File: src/rtl/sha_seq.sv
// sha_seq: word FIFO plus sequencer that feeds 512-bit blocks to a hash core.
// Ports: CLK_I/RST_I, start/nblk job request, wr_en/wr_dat FIFO push,
//   fifo_full/busy/ovf status, hash_vld/hash_o result,
//   core_init/core_vld/core_din to core, core_done/core_hash from core.
module sha_seq #(
  parameter int DEPTH = 16,
  parameter int BLKW  = 8
) (
  input  logic            CLK_I,
  input  logic            RST_I,
  input  logic            start,
  input  logic [BLKW-1:0] nblk,
  input  logic            wr_en,
  input  logic [31:0]     wr_dat,
  output logic            fifo_full,
  output logic            busy,
  output logic            ovf,
  output logic            hash_vld,
  output logic [255:0]    hash_o,
  output logic            core_init,
  output logic            core_vld,
  output logic [31:0]     core_din,
  input  logic            core_done,
  input  logic [255:0]    core_hash
);

  localparam int AW = $clog2(DEPTH);
  localparam logic [AW:0]     FULL_CNT = {1'b1, {AW{1'b0}}};
  localparam logic [AW:0]     CNT_ONE  = 1;
  localparam logic [AW-1:0]   PTR_ONE  = 1;
  localparam logic [BLKW-1:0] BLK_ONE  = 1;

  typedef enum logic [2:0] {
    IDLE,
    INIT,
    FEED,
    WAIT,
    DONE
  } state_t;

  state_t state_q;
  state_t state_d;

  logic [31:0]     mem [DEPTH];
  logic [AW-1:0]   wptr;
  logic [AW-1:0]   rptr;
  logic [AW:0]     cnt;
  logic [BLKW-1:0] blk_left;
  logic [3:0]      word_cnt;

  logic empty;
  logic pop;
  logic push_ok;
  logic drop;
  logic start_acc;
  logic blk_dec;
  logic wc_clr;
  logic hash_ld;

  assign empty     = (cnt == '0);
  assign fifo_full = (cnt == FULL_CNT);
  assign busy      = (state_q != IDLE);

  // A push into a full FIFO survives only if a pop frees a slot
  // on the same edge.
  assign push_ok   = wr_en & (~fifo_full | pop);
  assign drop      = wr_en & fifo_full & ~pop;
  assign start_acc = (state_q == IDLE) & start & (nblk != '0);

  always_comb begin
    state_d = state_q;
    pop     = 1'b0;
    blk_dec = 1'b0;
    wc_clr  = 1'b0;
    hash_ld = 1'b0;
    unique case (state_q)
      IDLE: begin
        if (start_acc) state_d = INIT;
      end
      INIT: begin
        wc_clr  = 1'b1;
        state_d = FEED;
      end
      FEED: begin
        if (!empty) begin
          pop = 1'b1;
          if (word_cnt == 4'd15) begin
            blk_dec = 1'b1;
            state_d = WAIT;
          end
        end
      end
      WAIT: begin
        if (core_done) begin
          if (blk_left != '0) begin
            wc_clr  = 1'b1;
            state_d = FEED;
          end else begin
            hash_ld = 1'b1;
            state_d = DONE;
          end
        end
      end
      DONE: begin
        state_d = IDLE;
      end
      default: begin
        state_d = IDLE;
      end
    endcase
  end

  always_ff @(posedge CLK_I or posedge RST_I) begin
    if (RST_I) state_q <= IDLE;
    else       state_q <= state_d;
  end

  always_ff @(posedge CLK_I) begin
    if (push_ok) mem[wptr] <= wr_dat;
  end

  always_ff @(posedge CLK_I or posedge RST_I) begin
    if (RST_I) begin
      wptr <= '0;
      rptr <= '0;
      cnt  <= '0;
    end else begin
      if (push_ok) wptr <= wptr + PTR_ONE;
      if (pop)     rptr <= rptr + PTR_ONE;
      if (push_ok & ~pop)      cnt <= cnt + CNT_ONE;
      else if (pop & ~push_ok) cnt <= cnt - CNT_ONE;
    end
  end

  // Strobes are registered from the next state so each one is high
  // for exactly the cycle its state is occupied.
  always_ff @(posedge CLK_I or posedge RST_I) begin
    if (RST_I) begin
      blk_left  <= '0;
      word_cnt  <= '0;
      ovf       <= 1'b0;
      hash_o    <= '0;
      hash_vld  <= 1'b0;
      core_init <= 1'b0;
      core_vld  <= 1'b0;
      core_din  <= '0;
    end else begin
      if (start_acc)    blk_left <= nblk;
      else if (blk_dec) blk_left <= blk_left - BLK_ONE;
      if (wc_clr)   word_cnt <= '0;
      else if (pop) word_cnt <= word_cnt + 4'd1;
      ovf       <= (ovf & ~start_acc) | drop;
      if (hash_ld) hash_o <= core_hash;
      hash_vld  <= (state_d == DONE);
      core_init <= (state_d == INIT);
      core_vld  <= pop;
      if (pop) core_din <= mem[rptr];
    end
  end

endmodule

File: config.mk
export PLATFORM = sky130hd
export DESIGN_NAME = sha_seq
export DESIGN_NICKNAME = d
export VERILOG_FILES = /design/src/rtl/sha_seq.sv
export SDC_FILE = /design/constraint.sdc
export NUM_CORES = 1
export LEC_CHECK = 0
export ABC_AREA = 0
export CAP_MARGIN = 0
export CORE_AREA = 2 2 286 288
export DETAILED_ROUTE_END_ITERATION = 10
export DIE_AREA = 0 0 288 290
export SYNTH_ARGS = -nofsm -noshare
export SYNTH_HDL_FRONTEND = slang
export SYNTH_SLANG_ARGS = --single-unit
File: constraint.sdc
create_clock -name CLK_I -period 17.8 [get_ports CLK_I]
set_clock_uncertainty 0.1 [all_clocks]
set_input_delay 2.67 -clock CLK_I [delete_from_list [all_inputs] [get_ports CLK_I]]
set_output_delay 2.67 -clock CLK_I [all_outputs]
set_load 0.005 [all_outputs]
After elaboration in Yosys (flattened, before gate mapping)
Memories as Yosys holds them, arrays and structs flattened. A register that Yosys moved wholly into a read port is not among the register bits.
Index checks and enable logic that the tools add are counted.
{"block": "op_classes", "addsub": 6, "eq_ne": 7, "n_mux": 25, "n_bitwise": 14, "reduce_logical": 8}
{"op": "2-to-1 mux 8 bit", "count": 2}
{"op": "nonzero test 8 bit", "count": 2}
{"op": "2-to-1 mux 3 bit", "count": 5}
{"op": "adder 4 x 1 -> 4 bit (second input constant)", "count": 3}
{"op": "2-to-1 mux 1 bit", "count": 12}
{"op": "one-hot mux 3 bit (4 select lines)", "count": 1}
{"op": "2-to-1 mux 5 bit", "count": 2}
{"op": "bitwise AND 1 bit", "count": 8}
{"op": "2-to-1 mux 4 bit", "count": 2}
{"op": "subtractor 8 x 1 -> 8 bit (second input constant)", "count": 1}
{"op": "equality test 3 x 1 -> 1 bit (second input constant)", "count": 2}
{"op": "equality test 3 x 2 -> 1 bit (second input constant)", "count": 2}
{"op": "nonzero test 2 bit", "count": 3}
{"op": "adder 5 x 1 -> 5 bit (second input constant)", "count": 1}
{"op": "equality test 5 bit (second input constant)", "count": 1}
{"op": "zero test 5 bit", "count": 1}
{"op": "subtractor 5 x 1 -> 5 bit (second input constant)", "count": 1}
{"op": "equality test 4 bit (second input constant)", "count": 1}
{"op": "inverter 1 bit", "count": 4}
{"op": "equality test 3 bit (second input constant)", "count": 1}
{"op": "zero test 3 bit", "count": 1}
{"op": "nonzero test 3 bit", "count": 1}
{"op": "bitwise OR 1 bit", "count": 2}
{"op": "one-hot mux 1 bit (2 select lines)", "count": 1}
{"block": "word_totals", "regBits": 288, "mem_bits_rw": 512, "in_bits": 301, "output_inout_bits": 294, "elab_cells": 72, "n_memories": 1}
{"name": "mem", "depth": 16, "word_bits": 32, "rd": 1, "rd_ports_with_merged_regs": 1, "wr": 1, "line": "44", "text": "logic [31:0] mem [DEPTH];"}

Longest topological paths before layout
{"block": "logic_depth", "word_depth": 9, "depth_mapped": 11, "mapped_depth_nobuf": 10}

Worst setup path after synthesis
Ideal clock, no wire load.
{"block": "synth_path", "path_kind": "input-to-reg", "start": "input wr_en", "end": "memory mem[3][0] (enable)", "setup_time_ns": 0.461, "arrival_time_ns": 5.558, "required_ns": 17.239, "path_slack_ns": 11.681, "stages": 3, "path_buffers": 0, "cell_sequence": "a21boi_1 > nand2_1 > nor3_1"}
{"block": "synth_between", "elab_chain_len": 3}
{"element": "start: declaration", "line": "13", "text": "input logic wr_en,"}
{"element": "bitwise AND 1 bit", "line": "66", "text": "assign push_ok = wr_en & (~fifo_full | pop);"}
{"element": "2-to-1 mux 1 bit", "line": "119", "text": "if (push_ok) mem[wptr] <= wr_dat;"}
{"element": "2-to-1 mux 1 bit (implied by the code)", "line": "119"}
{"element": "end: declaration", "line": "44"}
Every way passes these cells.

Worst setup path in the final report
{"block": "layout_path", "start": "register cnt[0]", "end": "output fifo_full"}
{"block": "layout_between", "elab_chain_len": 1}
{"element": "start: declaration", "line": "47", "text": "logic [AW:0] cnt;"}
{"element": "start signal: assignment", "line": "130", "text": "if (push_ok & ~pop) cnt <= cnt + CNT_ONE;"}
{"element": "start signal: assignment", "line": "131", "text": "else if (pop & ~push_ok) cnt <= cnt - CNT_ONE;"}
{"element": "equality test 5 bit", "line": "61", "text": "assign fifo_full = (cnt == FULL_CNT);"}
{"element": "end: declaration", "line": "15", "text": "output logic fifo_full,"}
Every way passes these cells.

==> out/summary.txt <==
Design Area, Final: 41800 um^2
FF-to-FF setup slack: 13.63 ns
Die Y: 290 um
fin crit share: 30.43%
setup bufs post-CTS: 0
peak supply drop: 0.1116 mV
Slew headroom: 18.43%
slowest stage delay, CP: 0.65 ns
largest area contributor in the netlist: edfxtp_1
Antenna Nets Post-Route: 0
Post-Syn Area: 31920 um^2
Reg2Reg Depth: 5
Clock transition at path regs: 0.06 ns
Core Region: 80160 um^2
Total GRT Usage: 22.68%
initial antenna violation count: 32
Power Total: 0.005492 W
startpoint type of the worst setup path: flop
CTS tree: built
post-DR wirelength/cell: 27.52 um
Mean Syn Cell Area: 18.50 um^2
drt via density: 5.201
Crit. End Element: primary output
reg-to-reg critical path endpoint: core_din[9]$_DFFE_PP0N_
final max-slew violation count: 0
slowest CP cell: nor4_1
mux share of post-synthesis cell area: 17.63%
Warnings, synthesis: 0
Post-DP HPWL: 65270 um
share of the synthesized area in the top cell type: 48.17%
H-tree levels: 3
routability cong.: 0.8823
Final setup viols: 0
share of post-route cells with drive strength above 1: 11.72%
largest net degree at the start of global routing: 132
Critical Path RT: 15.03 ns
initial detailed-routing violation count: 1069
Cells after Synth: 1725
Power Density: 131.4 nW/um^2
CTS Hold Bufs: 0
TritonRoute pass-1 iters: 5
async set-reset flop share out of synthesis: 38.46%
Die Span X: 288 um
synthesized net count: 2038
Post-CTS Resized: 0
CP arrival: 2.65 ns
top cells by area, synth: edfxtp_1 48%, dfrtp_1 25%, mux2_1 8.1%, mux4_2 4.5%, mux2i_1 4.0%
Port-buffer cells: 594
via count: 18070
CP max FO: 4
Detailed Route WL: 95620 um
vias in the first global route: 18600
Ports: 595
adder-cell area share of the yosys netlist: 0.4940%
Initial Util: 39.82%
Worst Max-Slew Pin Slew: 1.221 ns
Sink Count: 832
outcome: complete, no violations
Crit Path Category: reg -> out
WHS Path Cells: 1
crit-path cells: nor4_1, and2_1, clkdlybuf4s50_1
Row Count: 104
die area: 83520 um^2
Fmax: 0.1846 GHz
Skew-Pair Late Insertion Delay: 0.63 ns
min Tclk post-route: 5.416 ns
Area Growth Syn to Fin: 30.97%
CTS Buf Count: 86
Hold WC Path Type: reg -> reg
final hold violation count: 0
first-pass GRT wire length: 135600 um
largest family of logic cells by synthesized area: multiplexers
unrepaired setup endpoints after global routing: false
MaxCap Viol Count: 0
Clock Tree Buf Depth: 3
Setup TNS Final: 0 ns
Post-synth top flop: edfxtp_1
number of synthesized flops with an enable pin: 512
hold path endpoint: hash_o[208]$_DFFE_PP0P_
flops & latches, synth: 832
nets: 2649
leakage power: 16.21 nW
unique cell type count in the Yosys netlist: 48
Simple-Gate Fraction of Synth Area: 2.078%
hold_sp: hash_o[208]$_DFFE_PP0P_
complex-gate fraction of the synthesized area: 3.642%
Area after DPL: 38870 um^2
root buf cell: clkbuf_16
DRC: 0
Worst R2R Start: rptr[0]$_DFFE_PP0N_
sequential-to-total area share from yosys stat: 73.26%
total grt overflow: 0
XOR/XNOR share of the synthesized area: 0.5214%
where the power goes:
part,total (W),internal (W),switching [W],leakage [nW]
clock network,0.00184,0.00110,0.000740,1.43
registers,0.00235,0.00225,0.000101,8.94
logic,0.00130,0.000551,0.000748,5.84
cell families after synthesis:
group	Yosys count
adders and majority gates	12
muxes	450
AOI/OAI and AO/OA	154
buffers and inverters	117
DFF	832
xor gates and xnor gates	19
and+or+nand+nor	141
registers in the layout, summed over array words and instances, names as in the netlist, 3 cells and up:
| name | flops |
|---|---|
| blk_left | 8 |
| cnt | 5 |
| core_din | 32 |
| hash_o | 256 |
| mem | 512 |
| rptr | 4 |
| state_q | 3 |
| word_cnt | 4 |
| wptr | 4 |
worst max-delay path: cells and delay by family (launching register included):
kind                   cells  cell delay (ns)
AND/OR/NAND/NOR            2             0.95
buffers and inverters      1             0.64
flip-flops                 1             0.43
stage by stage:
stage / hold slack, ns / instances / util, % / worst slack (ns)
after floorplan: 0.3596 / 1725 / - / 6.174
after global placement: 0.3668 / 3308 / 48.49 / 11.99
after detailed placement: 0.3737 / 3308 / 48.49 / 11.90
after CTS: 0.3872 / 3467 / 52.12 / 12.31
after global routing: 0.3970 / 3469 / 52.13 / 12.19
final: 0.3834 / 3475 / 52.15 / 12.38
cell usage in the layout (no fill, tap or decap), drive strengths merged, types with 32 or more instances in the layout:
cell type / netlist / routed
clkbuf: 51 / 113
nor2: 54 / 54
nor3: 41 / 41
mux2: 257 / 257
o221ai: 32 / 32
a211oi: 32 / 32
mux2i: 129 / 129
dfrtp: 320 / 320
edfxtp: 512 / 512
clkdlybuf4s50: 0 / 594
mux4: 64 / 64
a2111oi: 32 / 32
o22ai: 32 / 32
how the worst max path moves through the flow:
stage	from	to	slack, ns	cells after the start
after floorplan	RST_I	blk_left[0]$_DFFE_PP0P_	6.17	1
after global placement	core_done	hash_o[240]$_DFFE_PP0P_	11.99	6
after detailed placement	core_done	hash_o[237]$_DFFE_PP0P_	11.90	6
after CTS	cnt[0]$_DFFE_PP0P_	fifo_full	12.31	3
after global routing	cnt[0]$_DFFE_PP0P_	fifo_full	12.19	3
final	cnt[0]$_DFFE_PP0P_	fifo_full	12.38	3
layout make-up:
cell class,instances,area [um^2]
diodes,8,20.02
clock buffers,113,2386
clock inverters,46,521.8
fillers,6525,38360
inverters,16,67.56
multi-input cells,776,7905
flip-flops and latches,832,23390
well taps,1060,1326
repair buffers,624,6183
cell usage after synthesis (all sizes together), types with 9 or more instances:
cell / number
edfxtp: 512
dfrtp: 320
mux2: 257
mux2i: 129
mux4: 64
nor2: 54
clkbuf: 51
buf: 50
nor3: 41
a2111oi: 32
a211oi: 32
o221ai: 32
o22ai: 32
nand2: 24
inv: 15
xnor2: 15
ha: 11
o21ai: 9
metal layers:
metal	global-route usage, %	part of all wire (%)	up-vias
met5	0	0.17	-
met4	9.326	4.6	26
met3	6.635	7.3	193
met2	38.64	50	588
met1	26.73	38	9278
li1	-	-	7988
(Power assumes the default switching activity.)
